<file path="config.mk">
export PLATFORM = sky130hd
export DESIGN_NAME = hqm_event_outstanding_tracker
export DESIGN_NICKNAME = d
export VERILOG_FILES = /design/src/rtl/hqm_event_outstanding_tracker.sv
export SDC_FILE = /design/constraint.sdc
export NUM_CORES = 1
export LEC_CHECK = 0
export ABC_AREA = 1
export ABC_CLOCK_PERIOD_IN_PS = 5200
export BUFFER_PORTS_ARGS = -buffer_cell sky130_fd_sc_hd__buf_2
export CORE_MARGIN = 2
export CORE_UTILIZATION = 40
export CTS_BUF_LIST = sky130_fd_sc_hd__clkbuf_8
export CTS_CLUSTER_SIZE = 30
export DETAILED_ROUTE_END_ITERATION = 12
export PLACE_DENSITY = 0.68
export REMOVE_ABC_BUFFERS = 1
export SLEW_MARGIN = 25
export SYNTH_ARGS = -nofsm -noshare
export SYNTH_HDL_FRONTEND = slang
export SYNTH_SLANG_ARGS = --single-unit
</file>
<file path="constraint.sdc">
create_clock -name clk -period 5.2 [get_ports clk]
set_clock_uncertainty 0.1 [all_clocks]
set_input_delay 1.04 -clock clk [delete_from_list [all_inputs] [get_ports clk]]
set_output_delay 1.04 -clock clk [all_outputs]
set_load 0.01 [all_outputs]
</file>
<file path="src/rtl/hqm_event_outstanding_tracker.sv">
// Per-channel outstanding-event counter with underflow, overflow and watchdog-timeout sticky errors.
// Latency: one cycle from event to count/flag. No backpressure: every event is accepted and accounted.
module hqm_event_outstanding_tracker #(
  parameter int WIDTH     = 1,
  parameter int CNT_WIDTH = 16,
  parameter int TMO_WIDTH = 16
) (
  input  logic                       clk,
  input  logic                       rst_n,
  input  logic [WIDTH-1:0]           start_event,
  input  logic [WIDTH-1:0]           end_event,
  input  logic [TMO_WIDTH-1:0]       cfg_timeout,
  input  logic                       clr_error,
  output logic [WIDTH*CNT_WIDTH-1:0] outstanding,
  output logic                       idle,
  output logic [WIDTH-1:0]           error_underflow,
  output logic [WIDTH-1:0]           error_overflow,
  output logic [WIDTH-1:0]           error_timeout,
  output logic                       error_v
);

  localparam logic [CNT_WIDTH-1:0] CNT_MAX = '1;
  localparam logic [CNT_WIDTH-1:0] CNT_ONE = CNT_WIDTH'(1);
  localparam logic [TMO_WIDTH-1:0] TMO_MAX = '1;
  localparam logic [TMO_WIDTH-1:0] TMO_ONE = TMO_WIDTH'(1);

  logic [CNT_WIDTH-1:0] cnt_q [WIDTH];
  logic [CNT_WIDTH-1:0] cnt_d [WIDTH];
  logic [TMO_WIDTH-1:0] tmr_q [WIDTH];
  logic [TMO_WIDTH-1:0] tmr_d [WIDTH];
  logic [WIDTH-1:0]     eu_q, eu_d, eo_q, eo_d, et_q, et_d;
  logic [WIDTH-1:0]     new_u, new_o, new_t;
  logic                 idle_q, idle_d;

  always_comb begin
    idle_d = 1'b1;
    new_u  = '0;
    new_o  = '0;
    new_t  = '0;
    for (int i = 0; i < WIDTH; i++) begin
      cnt_d[i] = cnt_q[i];
      tmr_d[i] = tmr_q[i];
      case ({start_event[i], end_event[i]})
        2'b10: begin
          if (cnt_q[i] == CNT_MAX) new_o[i] = 1'b1;
          else                     cnt_d[i] = cnt_q[i] + CNT_ONE;
        end
        2'b01: begin
          if (cnt_q[i] == '0) new_u[i] = 1'b1;
          else                cnt_d[i] = cnt_q[i] - CNT_ONE;
        end
        default: ;
      endcase
      // Timer measures time since the last retirement while work is pending.
      if (end_event[i] || (cnt_d[i] == '0))
        tmr_d[i] = '0;
      else if ((cnt_q[i] != '0) && (tmr_q[i] != TMO_MAX))
        tmr_d[i] = tmr_q[i] + TMO_ONE;
      new_t[i] = (cfg_timeout != '0) && (tmr_q[i] == cfg_timeout);
      if (cnt_d[i] != '0) idle_d = 1'b0;
    end
    // A fresh error in the clearing cycle still sets its bit.
    eu_d = (clr_error ? '0 : eu_q) | new_u;
    eo_d = (clr_error ? '0 : eo_q) | new_o;
    et_d = (clr_error ? '0 : et_q) | new_t;
  end

  always_ff @(posedge clk or negedge rst_n) begin
    if (!rst_n) begin
      for (int i = 0; i < WIDTH; i++) begin
        cnt_q[i] <= '0;
        tmr_q[i] <= '0;
      end
      eu_q   <= '0;
      eo_q   <= '0;
      et_q   <= '0;
      idle_q <= 1'b1;
    end else begin
      for (int i = 0; i < WIDTH; i++) begin
        cnt_q[i] <= cnt_d[i];
        tmr_q[i] <= tmr_d[i];
      end
      eu_q   <= eu_d;
      eo_q   <= eo_d;
      et_q   <= et_d;
      idle_q <= idle_d;
    end
  end

  for (genvar g = 0; g < WIDTH; g++) begin : g_out
    assign outstanding[g*CNT_WIDTH +: CNT_WIDTH] = cnt_q[g];
  end

  assign idle            = idle_q;
  assign error_underflow = eu_q;
  assign error_overflow  = eo_q;
  assign error_timeout   = et_q;
  assign error_v         = |{eu_q, eo_q, et_q};

endmodule

</file>
==> results of run 1 <==
## power by group through the flow
stage                     Combinational, W  Sequential (W)  Clock [W]
after floorplan                   0.000267        0.000381          0
after global placement            0.000385        0.000390          0
after detailed placement          0.000389        0.000390          0
after CTS                         0.000391        0.000384   0.000246
after global routing              0.000447        0.000393   0.000257
final                             0.000394        0.000385   0.000237
## layout make-up
cell class | count | share of cell area (%)
clock inverters | 3 | 1.11
clock buffers | 5 | 1.97
repair buffers | 41 | 5.88
inverters | 67 | 7.20
multi-input cells | 376 | 54.3
flip-flops and latches | 36 | 25.8
well taps | 102 | 3.66
## how the worst max path moves through the flow
stage	startpoint	end	slack, ns
2_1_floorplan	start_event	tmr_q[0]$_DFFE_PN0P_	2.35
6_report	start_event	tmr_q[15]$_DFFE_PN0P_	2.17
5_1_grt	start_event	tmr_q[15]$_DFFE_PN0P_	1.96
4_1_cts	start_event	tmr_q[13]$_DFFE_PN0P_	2.16
3_5_place_dp	start_event	tmr_q[15]$_DFFE_PN0P_	1.85
3_3_place_gp	start_event	tmr_q[15]$_DFFE_PN0P_	1.94
## state kept, by name, indices dropped and copies added (netlist names)
register and cells:
error_overflow 1, error_timeout 1, error_underflow 1, idle 1
outstanding 16, tmr_q 16
## routing by layer
layer / track usage [%] / vias up / part of all wire [%]
li1: - / 1606 / -
met1: 27.0 / 1428 / 45
met2: 35.0 / 124 / 48
met3: 2.03 / 12 / 6.0
met4: 4.90 / 0 / 1.1
met5: 0 / - / 0
## Yosys cell counts, drive strengths merged, types with 3 or more instances
cell    number
xor2        26
nor2        79
nand4       19
o21ai       10
nand3       48
a221oi       3
nor3         3
nand2      169
nor4         4
dfrtp       35
o22ai        3
clkbuf       3
inv         67
ha           6
buf          9
## worst reg2reg max path: stages (launching register included)
cell,delay (ns)
sky130_fd_sc_hd__dfrtp_1,0.50
sky130_fd_sc_hd__inv_1,0.29
sky130_fd_sc_hd__ha_1,0.22
sky130_fd_sc_hd__nand2_1,0.06
sky130_fd_sc_hd__nor2_1,0.10
sky130_fd_sc_hd__nand2_1,0.33
sky130_fd_sc_hd__nand4_1,0.21
sky130_fd_sc_hd__nand2_1,0.10
sky130_fd_sc_hd__nand2_1,0.06
sky130_fd_sc_hd__nand2_1,0.08
sky130_fd_sc_hd__nor2_1,0.09
sky130_fd_sc_hd__nand2_1,0.08
sky130_fd_sc_hd__nor2_2,0.10
sky130_fd_sc_hd__nand3_2,0.10
sky130_fd_sc_hd__nand2_4,0.22
sky130_fd_sc_hd__nor2_1,0.08
## per-stage QoR
stage          hold slack (ns)  setup slack (ns)  utilization (%)  cells  cell area, sq um
2_1_floorplan            0.452              2.35                -    479              3050
3_3_place_gp             0.424              1.94             44.0    622              3380
3_5_place_dp             0.435              1.85             44.0    622              3380
4_1_cts                  0.453              2.16             45.4    630              3490
5_1_grt                  0.495              1.96             45.4    630              3490
6_report                 0.450              2.17             45.4    630              3490
## logic make-up (layout without fill, tap and decap cells)
family / Yosys count / count (layout) / synth area share [%]
xor+xnor: 28 / 28 / 7.80
simple gates: 323 / 323 / 46.5
compound gates: 19 / 19 / 3.70
flops: 36 / 36 / 28.7
buf+inv: 79 / 116 / 10.9
fa+ha+maj: 6 / 6 / 2.39
==> impl_metrics.sql, run 1 <==
INSERT INTO impl_metrics (metric_group, metric, value, unit) VALUES
('critical_path', 'timing.critical_path.max_delay_family', 'simple AND/OR/NAND/NOR gates', ''),
('power_and_ir_drop', 'share_seq_of_total_power', '37.9', '%'),
('timing', 'worstMarginPinSlew', '0.793', 'ns'),
('status', 'run_status', 'finished, final reports clean', ''),
('floorplanning', 'fp.dieArea', '8580', 'sq um'),
('layout', 'syn_to_final_growth', '11.1', '%'),
('min_path', 'min_delay_worst_type', 'flip-flop to flip-flop', ''),
('synth', 'mappedNetlistArea', '3140', 'sq um'),
('global_route', 'antenna_violations_before_repair', '0', ''),
('layout', 'final-seq-area', '902', 'sq um'),
('layout', 'final_cell_mix', 'sky130_fd_sc_hd__nand2_1 (162), sky130_fd_sc_hd__inv_1 (65), sky130_fd_sc_hd__nor2_1 (59)', ''),
('clock_tree', 'cts.repair.resized', '0', ''),
('route', 'vias', '3170', ''),
('timing', 'tns', '0', 'ns'),
('synth', 'yosys_register_bits', '36', ''),
('global_route', 'vias_in_the_first_global_route', '2938', ''),
('clock_tree', 'tritoncts.num_buffers', '5', ''),
('synth', 'post_synth.cell_area_avg', '6.40', 'sq um'),
('layout', 'layout_commonest_cell', 'sky130_fd_sc_hd__nand2_1', ''),
('floorplanning', 'die_x_extent', '92.6', 'microns'),
('floorplanning', 'std_cell_rows', '32', ''),
('clock_tree', 'insertion_delay', '0.28', 'ns'),
('placement', 'portBuffers', '41', ''),
('placement', 'gp_routability_congestion', '0.903', ''),
('power_and_ir_drop', 'intPower', '0.000583', 'W'),
('timing', 'finalMaxSlewViolations', '0', ''),
('critical_path', 'cp-end-kind', 'flip-flop', ''),
('synth', 'synth_warnings', '0', ''),
('clock_tree', 'cts.repair_timing.setup_buffer_count', '0', ''),
('critical_path', 'critical_path.cell_chain', 'buf_2 -> inv_1 -> ha_1 -> inv_1 -> nand2_1 -> inv_1 -> nand3_1 -> nand2_1 -> nand2_1 -> nor2_1 -> nand3_2 -> nand2_4 -> nor2_1', ''),
('clock_tree', 'root_buffer', 'sky130_fd_sc_hd__clkbuf_8', ''),
('route', 'route.final.wire_length', '8230', 'microns'),
('route', 'drtPass1Iterations', '6', ''),
('synth', 'main_area_contributors_after_synthesis', 'sky130_fd_sc_hd__dfrtp_1 (28%), sky130_fd_sc_hd__nand2_1 (19%), sky130_fd_sc_hd__inv_1 (7.6%)', ''),
('floorplanning', 'die_height', '92.6', 'microns'),
('synth', 'async_flop_share', '100', '%'),
('timing', 'slew-limit-headroom', '47.1', '%'),
('critical_path', 'timing.reg2reg.setup_slack', '2.36', 'ns'),
('route', 'iter_0_drt_violations', '150', ''),
('critical_path', 'critical_path.reg2reg.startpoint', 'outstanding[0]$_DFF_PN0_', ''),
('min_path', 'min_path_cells', '2', ''),
('critical_path', 'timing.critical_path.slowest_cell_delay', '0.47', 'ns'),
('clock_tree', 'clock_tree_from_tritoncts', 'built', ''),
('layout', 'antenna-diode-count', '0', ''),
('route', 'final_antenna_net_count', '0', ''),
('clock_tree', 'ctsLongestPathBuffers', '2', ''),
('synth', 'number_of_flops_mapped_to_enable_cells_by_yosys', '0', ''),
('global_route', 'groute.usage.overall', '20.1', '%'),
('clock_tree', 'hold_buffers', '0', ''),
('critical_path', 'kind_of_critical_path', 'input port to flip-flop', ''),
('critical_path', 'cp.arrival', '3.09', 'ns'),
('route', 'wl_per_cell', '13.1', 'microns'),
('critical_path', 'critical_path_depth', '13', ''),
('critical_path', 'crit_required', '5.26', 'ns'),
('power_and_ir_drop', 'power.clock.fraction', '23.3', '%'),
('power_and_ir_drop', 'power.density', '291', 'nW/um^2'),
('min_path', 'holdPathEnd', 'error_timeout$_DFF_PN0_', ''),
('global_route', 'grt_pass1_wl', '13900', 'microns'),
('synth', 'synth_cell_type_count', '30', ''),
('flow_run', 'maxCapViolations', '0', ''),
('clock_tree', 'clk_transition_reported_paths', '0.07', 'ns'),
('power_and_ir_drop', 'power.share.switching', '42.6', '%'),
('layout', 'design.final.nets', '554', ''),
('power_and_ir_drop', 'pwr-share-comb', '38.7', '%'),
('min_path', 'hp-start', 'error_timeout$_DFF_PN0_', ''),
('power_and_ir_drop', 'peakVddDrop', '0.131', 'mV'),
('floorplanning', 'num_io_pins', '42', ''),
('route', 'post-route-drc-count', '0', ''),
('critical_path', 'critical_path.slowest_cell', 'sky130_fd_sc_hd__ha_1', ''),
('clock_tree', 'ctsHtreeMaxLevel', '2', ''),
('synth', 'ys_seq_area_share', '28.7', '%');
Power figures use the tool's default switching activity.
==> run 2: changes to the inputs <==
--- a/config.mk
+++ b/config.mk
@@ -6,7 +6,7 @@
 export NUM_CORES = 1
 export LEC_CHECK = 0
 export ABC_AREA = 1
-export ABC_CLOCK_PERIOD_IN_PS = 5200
+export ABC_CLOCK_PERIOD_IN_PS = 3000
 export BUFFER_PORTS_ARGS = -buffer_cell sky130_fd_sc_hd__buf_2
 export CORE_MARGIN = 2
 export CORE_UTILIZATION = 40
==> constraint.sdc (replaced) <==
create_clock -name clk -period 3 [get_ports clk]
set_clock_uncertainty 0.1 [all_clocks]
set_input_delay 0.6 -clock clk [delete_from_list [all_inputs] [get_ports clk]]
set_output_delay 0.6 -clock clk [all_outputs]
set_load 0.01 [all_outputs]
==> run 2 against run 1 <==
Sequential cell count did not move. Clock power rose by 43%. Via count up 1.6%. Sequential power grew 70%. Final cell count rose by 0.63%. Critical path type is now flip-flop to flip-flop.
==> impl_metrics.sql, run 2 (synthesis results as in run 1) <==
INSERT INTO impl_metrics (metric_group, metric, value, unit) VALUES
('status', 'run_status', 'finished, final reports clean', ''),
('power_and_ir_drop', 'peakVddDrop', '0.180', 'mV'),
('clock_tree', 'root_buffer', 'sky130_fd_sc_hd__clkbuf_8', ''),
('clock_tree', 'insertion_delay', '0.29', 'ns'),
('layout', 'final_cell_mix', 'sky130_fd_sc_hd__nand2_1 (161), sky130_fd_sc_hd__inv_1 (66), sky130_fd_sc_hd__nor2_1 (59)', ''),
('floorplanning', 'core_area', '7690', 'sq um'),
('floorplanning', 'num_io_pins', '42', ''),
('min_path', 'min_delay_worst_type', 'input port to asynchronous set/reset pin', ''),
('critical_path', 'timing.critical_path.slowest_cell_delay', '0.45', 'ns'),
('floorplanning', 'starting_density_of_the_core', '40.9', '%'),
('route', 'final_antenna_net_count', '0', ''),
('critical_path', 'critical_path.cell_chain', 'inv_1 -> ha_1 -> nand2_1 -> nor2_1 -> nand3_1 -> nand4_1 -> nand3_1 -> nand2_1 -> nand2_1 -> nor2_1 -> nand3_2 -> nand2_4 -> nor2_1', ''),
('route', 'post-route-drc-count', '0', ''),
('timing', 'finalCritPeriodShare', '87.3', '%'),
('layout', 'syn_to_final_growth', '11.3', '%'),
('placement', 'portBuffers', '41', ''),
('global_route', 'groute.usage.overall', '21.4', '%'),
('critical_path', 'timing.critical_path.buf_inv', '1', ''),
('critical_path', 'cp.arrival', '2.69', 'ns'),
('global_route', 'globalRouteOverflowTotal', '0', ''),
('floorplanning', 'die_x_extent', '92.6', 'microns'),
('layout', 'layout_commonest_cell', 'sky130_fd_sc_hd__nand2_1', ''),
('floorplanning', 'std_cell_rows', '32', ''),
('placement', 'gp_routability_congestion', '0.944', ''),
('timing', 'postLayoutSetupSlackWorst', '0.380', 'ns'),
('critical_path', 'worstSetupStartpointType', 'flip-flop', ''),
('clock_tree', 'cts.repair.resized', '0', ''),
('route', 'iter_0_drt_violations', '142', ''),
('route', 'wl_per_cell', '13.3', 'microns'),
('timing', 'slew-limit-headroom', '44.8', '%'),
('floorplanning', 'fp.dieArea', '8580', 'sq um'),
('clock_tree', 'hold_buffers', '0', ''),
('route', 'vias', '3222', ''),
('route', 'route.final.wire_length', '8440', 'microns'),
('power_and_ir_drop', 'p_leak', '1.87', 'nW'),
('critical_path', 'cp-end-kind', 'flip-flop', ''),
('timing', 'tns', '0', 'ns'),
('clock_tree', 'ctsLongestPathBuffers', '2', ''),
('clock_tree', 'clock_tree_from_tritoncts', 'built', ''),
('critical_path', 'timing.reg2reg.setup_slack', '0.38', 'ns'),
('timing', 'layout_min_cycle_time', '2.62', 'ns'),
('critical_path', 'kind_of_critical_path', 'flip-flop to flip-flop', ''),
('power_and_ir_drop', 'power.density', '485', 'nW/um^2'),
('clock_tree', 'tritoncts.num_buffers', '5', ''),
('layout', 'antenna-diode-count', '0', ''),
('critical_path', 'critical_path.slowest_cell', 'sky130_fd_sc_hd__dfrtp_1', ''),
('critical_path', 'setup.worst_path.start', 'outstanding[0]$_DFF_PN0_', ''),
('floorplanning', 'die_height', '92.6', 'microns'),
('route', 'drtPass1Iterations', '5', ''),
('route', 'detail_route.vias_per_cell', '5.08', ''),
('layout', 'final_layout_size_suffix_gt1_share', '16.0', '%'),
('clock_tree', 'cts.repair_timing.setup_buffer_count', '0', ''),
('flow_run', 'maxCapViolations', '0', ''),
('placement', 'detailedPlacementHpwl', '6570', 'microns'),
('critical_path', 'r2r_cell_count', '13', ''),
('placement', 'post_place_setup_slack', '0.191', 'ns'),
('clock_tree', 'clk_transition_reported_paths', '0.07', 'ns'),
('timing', 'final-setup-viol-count', '0', ''),
('critical_path', 'critical_path.reg2reg.startpoint', 'outstanding[0]$_DFF_PN0_', ''),
('timing', 'finalMaxSlewViolations', '0', ''),
('timing', 'rsz0062_at_grt', 'false', ''),
('critical_path', 'worst_path_max_fanout', '16', ''),
('global_route', 'antenna_violations_before_repair', '0', ''),
('critical_path', 'regToRegEndpoint', 'tmr_q[11]$_DFFE_PN0P_', ''),
('critical_path', 'timing.critical_path.max_delay_family', 'simple AND/OR/NAND/NOR gates', ''),
('critical_path', 'crit_required', '3.07', 'ns'),
('clock_tree', 'clock-sinks', '36', ''),
('global_route', 'vias_in_the_first_global_route', '3082', ''),
('timing', 'worstMarginPinSlew', '0.827', 'ns'),
('layout', 'design.final.nets', '558', ''),
('timing', 'final_hold_viol_count', '0', ''),
('clock_tree', 'ctsHtreeMaxLevel', '2', ''),
('global_route', 'grt_pass1_wl', '14600', 'microns'),
('global_route', 'grt_start_max_net_pins', '37', ''),
('timing', 'clock.fmax', '0.382', 'GHz');
-- run 2: metal layers --
metal  routed length, microns  track usage [%]  vias to the layer above
met1                     3580             27.1                     1460
met4                      217             7.84                        0
met2                     4140             36.7                      123
met5                        0                0                        -
li1                         -                -                     1622
met3                      496             3.42                       17
-- run 2: cell type report --
| class | count | area, sq um |
|---|---|---|
| timing repair buffer | 45 | 235 |
| fill | 829 | 4190 |
| tap | 102 | 128 |
| multi-input combinational | 376 | 1900 |
| clock inverter | 3 | 12.5 |
| clock buffer | 5 | 68.8 |
| inverter | 67 | 251 |
| sequential | 36 | 902 |
-- run 2: worst max path at each step --
stage,slack (ns),cells after the start,endpoint
6_report,0.38,13,tmr_q[11]$_DFFE_PN0P_
3_5_place_dp,0.19,13,tmr_q[11]$_DFFE_PN0P_
3_3_place_gp,0.22,13,tmr_q[15]$_DFFE_PN0P_
5_1_grt,0.14,15,tmr_q[11]$_DFFE_PN0P_
4_1_cts,0.29,13,tmr_q[11]$_DFFE_PN0P_
2_1_floorplan,0.59,12,tmr_q[0]$_DFFE_PN0P_
-- run 2: through the flow --
step	util, %	hold slack (ns)	total power [W]	instance area (sq um)	cells
floorplan	-	0.204	0.00112	3050	479
global placement	44.4	0.432	0.00135	3410	626
detailed placement	44.4	0.436	0.00136	3410	626
CTS	45.5	0.339	0.00171	3490	634
global route	45.5	0.380	0.00184	3500	634
finish	45.5	0.303	0.00170	3500	634
-- run 2: where the power goes --
part | switching (W) | internal (W)
clock | 0.000184 | 0.000157
combinational | 0.000457 | 0.000241
sequential | 0.000120 | 0.000536
total | 0.000762 | 0.000933
==> run 3: changes to the inputs <==
--- a/config.mk
+++ b/config.mk
@@ -5,7 +5,6 @@
 export SDC_FILE = /design/constraint.sdc
 export NUM_CORES = 1
 export LEC_CHECK = 0
-export ABC_AREA = 1
 export ABC_CLOCK_PERIOD_IN_PS = 3000
 export BUFFER_PORTS_ARGS = -buffer_cell sky130_fd_sc_hd__buf_2
 export CORE_MARGIN = 2
==> run 3 against run 2 <==
Sequential cell count is the same. Critical path type unchanged. Power increased by 92%. The flow now finishes with violations (setup timing). Final cell count decreased by 16%.
==> impl_metrics.sql, run 3 <==
INSERT INTO impl_metrics (metric_group, metric, value, unit) VALUES
('layout', 'final_cell_mix', 'sky130_fd_sc_hd__buf_4 (65), sky130_fd_sc_hd__buf_2 (41), sky130_fd_sc_hd__dfrtp_1 (35)', ''),
('synth', 'synth.largest_area_cell', 'sky130_fd_sc_hd__dfrtp_1', ''),
('critical_path', 'cp-end-kind', 'flip-flop', ''),
('placement', 'post_place_setup_slack', '-0.0857', 'ns'),
('critical_path', 'r2r_cell_count', '11', ''),
('floorplanning', 'die_height', '90.0', 'microns'),
('power_and_ir_drop', 'peakVddDrop', '0.473', 'mV'),
('route', 'wl_per_cell', '18.2', 'microns'),
('critical_path', 'timing.reg2reg.setup_slack', '-0.05', 'ns'),
('floorplanning', 'core_area', '7210', 'sq um'),
('layout', 'final_cell_area', '3910', 'sq um'),
('route', 'detail_route.vias_per_cell', '6.07', ''),
('synth', 'async_flop_share', '100', '%'),
('synth', 'yosys-top-cells-count', 'sky130_fd_sc_hd__dfrtp_1 (35), sky130_fd_sc_hd__xor2_1 (25), sky130_fd_sc_hd__clkbuf_1 (23)', ''),
('critical_path', 'setup.worst_path.start', 'outstanding[0]$_DFF_PN0_', ''),
('power_and_ir_drop', 'p_leak', '1.75', 'nW'),
('placement', 'placement.cell_area', '3640', 'sq um'),
('timing', 'layout_min_cycle_time', '3.05', 'ns'),
('synth', 'yosys_register_bits', '36', ''),
('critical_path', 'critical_path.reg2reg.startpoint', 'outstanding[0]$_DFF_PN0_', ''),
('critical_path', 'cp.arrival', '3.18', 'ns'),
('timing', 'final_hold_viol_count', '0', ''),
('global_route', 'vias_in_the_first_global_route', '3017', ''),
('synth', 'main_area_contributors_after_synthesis', 'sky130_fd_sc_hd__dfrtp_1 (30%), sky130_fd_sc_hd__xor2_1 (7.4%), sky130_fd_sc_hd__a211oi_1 (4.3%)', ''),
('clock_tree', 'insertion_delay', '0.29', 'ns'),
('timing', 'rsz0062_at_grt', 'true', ''),
('layout', 'design.final.nets', '460', ''),
('critical_path', 'timing.critical_path.to', 'idle$_DFF_PN1_', ''),
('placement', 'gp_routability_congestion', '1.12', ''),
('critical_path', 'critical_path.slowest_cell', 'sky130_fd_sc_hd__or4_4', ''),
('synth', 'synth.most_common_cell', 'sky130_fd_sc_hd__dfrtp_1', ''),
('floorplanning', 'fp.dieArea', '8110', 'sq um'),
('synth', 'post_synth_inst_count', '345', ''),
('timing', 'clock.fmax', '0.328', 'GHz'),
('clock_tree', 'tritoncts.num_buffers', '5', ''),
('timing', 'finalMaxSlewViolations', '0', ''),
('timing', 'hold-worst-slack', '0.298', 'ns'),
('global_route', 'globalRouteOverflowTotal', '0', ''),
('global_route', 'groute.usage.overall', '23.2', '%'),
('critical_path', 'crit_required', '3.13', 'ns'),
('synth', 'post_synth.cell_area_avg', '8.58', 'sq um'),
('route', 'final_antenna_net_count', '0', ''),
('synth', 'ys_seq_area_share', '30.5', '%'),
('power_and_ir_drop', 'power.density', '829', 'nW/um^2'),
('critical_path', 'timing.critical_path.max_delay_family', 'simple AND/OR/NAND/NOR gates', ''),
('route', 'drtPass1Iterations', '4', ''),
('status', 'failed_checks', 'setup timing', ''),
('flow_run', 'maxCapViolations', '0', ''),
('critical_path', 'critical_path_depth', '11', ''),
('critical_path', 'timing.critical_path.slowest_cell_delay', '0.58', 'ns'),
('clock_tree', 'clock_tree_from_tritoncts', 'built', ''),
('global_route', 'antenna_violations_before_repair', '0', ''),
('floorplanning', 'num_io_pins', '42', ''),
('critical_path', 'regToRegEndpoint', 'idle$_DFF_PN1_', ''),
('floorplanning', 'die_x_extent', '90.0', 'microns'),
('layout', 'antenna-diode-count', '0', ''),
('status', 'run_status', 'complete, but fails checks', ''),
('synth', 'synth_warnings', '0', ''),
('timing', 'worstMarginPinSlew', '0.818', 'ns'),
('timing', 'postLayoutSetupSlackWorst', '-0.0506', 'ns'),
('layout', 'fill_cells', '679', ''),
('synth', 'synth_top_cell_area_share', '29.6', '%'),
('synth', 'mappedNetlistArea', '2960', 'sq um'),
('critical_path', 'kind_of_critical_path', 'flip-flop to flip-flop', ''),
('synth', 'number_of_flops_mapped_to_enable_cells_by_yosys', '0', ''),
('min_path', 'min_delay_worst_type', 'input port to asynchronous set/reset pin', ''),
('clock_tree', 'ctsLongestPathBuffers', '2', ''),
('critical_path', 'timing.critical_path.buf_inv', '3', ''),
('placement', 'detailedPlacementHpwl', '7210', 'microns'),
('timing', 'final-setup-viol-count', '17', ''),
('synth', 'postSynth.topFlopCell', 'sky130_fd_sc_hd__dfrtp_1', ''),
('timing', 'slew-limit-headroom', '44.8', '%'),
('layout', 'finish.utilization', '54.2', '%'),
('critical_path', 'worstSetupStartpointType', 'flip-flop', ''),
('layout', 'final_layout_size_suffix_gt1_share', '32.5', '%'),
('global_route', 'grt_start_max_net_pins', '37', ''),
('route', 'vias', '3237', ''),
('route', 'route.final.wire_length', '9710', 'microns'),
('layout', 'layout_commonest_cell', 'sky130_fd_sc_hd__buf_4', ''),
('floorplanning', 'starting_density_of_the_core', '41.0', '%'),
('critical_path', 'worst_path_max_fanout', '8', ''),
('clock_tree', 'root_buffer', 'sky130_fd_sc_hd__clkbuf_8', ''),
('synth', 'synth_cell_type_count', '61', ''),
('layout', 'syn_to_final_growth', '32.2', '%'),
('clock_tree', 'clock-sinks', '36', ''),
('global_route', 'grt_pass1_wl', '15600', 'microns'),
('floorplanning', 'std_cell_rows', '31', ''),
('clock_tree', 'clk_transition_reported_paths', '0.08', 'ns'),
('timing', 'finalCritPeriodShare', '102', '%'),
('route', 'iter_0_drt_violations', '381', ''),
('placement', 'portBuffers', '41', ''),
('route', 'post-route-drc-count', '0', ''),
('critical_path', 'critical_path.cell_chain', 'inv_2 -> ha_4 -> or4b_4 -> or4_4 -> a32oi_2 -> o21ai_2 -> a211o_1 -> nor4_4 -> buf_6 -> clkbuf_16 -> and2_1', ''),
('clock_tree', 'ctsHtreeMaxLevel', '2', '');
## run 3: cell count changes after synthesis, sizes merged, moves of 11 or more
| cell | previous run | this run |
|---|---|---|
| nand2 | 169 | 17 |
| nor2 | 79 | 18 |
| inv | 67 | 13 |
| nand3 | 48 | 15 |
| clkbuf | 3 | 23 |
| a211oi | 0 | 17 |
| nor3 | 3 | 15 |
| nor4 | 4 | 15 |
## run 3: final cells by class
cell class	instances	area [sq um]	share of cell area, %
clock buffers	6	82.6	2.11
well taps	99	124	3.16
multi-input cells	266	1950	49.8
clock inverters	2	13.8	0.352
repair buffers	111	795	20.3
flip-flops and latches	36	902	23.0
inverters	13	48.8	1.25
## run 3: worst min path at each step
stage	to	slack, ns	cells after the start
floorplan	error_overflow$_DFF_PN0_	0.20	0
global placement	error_timeout$_DFF_PN0_	0.44	2
detailed placement	error_overflow$_DFF_PN0_	0.45	2
CTS	outstanding[6]$_DFF_PN0_	0.33	1
global route	outstanding[9]$_DFF_PN0_	0.36	1
finish	outstanding[6]$_DFF_PN0_	0.30	1
## run 3: per-stage QoR
step	TNS (ns)	total power, W	std cells
floorplan	-2.97	0.00161	315
global placement	-0.0457	0.00251	517
detailed placement	-0.832	0.00253	517
CTS	-0.230	0.00299	526
global route	-2.31	0.00344	533
finish	-0.660	0.00325	533
## run 3: worst reg2reg max path, cell delays in order (launching register included)
cell and delay, ns:
sky130_fd_sc_hd__dfrtp_1 0.40, sky130_fd_sc_hd__inv_2 0.09, sky130_fd_sc_hd__ha_4 0.13, sky130_fd_sc_hd__or4b_4 0.46
sky130_fd_sc_hd__or4_4 0.58, sky130_fd_sc_hd__a32oi_2 0.22, sky130_fd_sc_hd__o21ai_2 0.11, sky130_fd_sc_hd__a211o_1 0.32
sky130_fd_sc_hd__nor4_4 0.15, sky130_fd_sc_hd__buf_6 0.17, sky130_fd_sc_hd__clkbuf_16 0.15, sky130_fd_sc_hd__and2_1 0.13
## run 3: kinds of logic (layout without fill, tap and decap cells)
kind of cell               count (synthesis)  after routing  synth area share, %
AOI/OAI and AO/OA                         93             93                 23.9
xor gates and xnor gates                  32             32                 9.47
adders and majority gates                  6              6                 2.54
and+or+nand+nor                          131            131                 25.7
muxes                                      4              4                 1.39
buffers and inverters                     43            132                 6.47
DFF                                       36             36                 30.5
## run 3: layer usage
metal  GRT usage, %  vias up  wire (microns)
met1           35.1     1559            4630
met4           6.79        0             180
li1               -     1517               -
met2           33.3      139            4170
met5              0        -               0
met3           4.53       22             732
## run 3: what timing repair did
action | 4_1_cts | 5_1_grt
setup endpoints to repair | 17 | 17
hold buffers | 0 | 0
buffers inserted | 1 | 5
resized for setup | 6 | 14
cloned | 0 | 2
## run 3: power breakdown
group	total, W	switching [W]	leakage [nW]	internal, W
Sequential	0.000659	0.0000782	0.487	0.000581
Clock	0.000379	0.000191	0.0516	0.000188
Combinational	0.00221	0.00119	1.22	0.00102
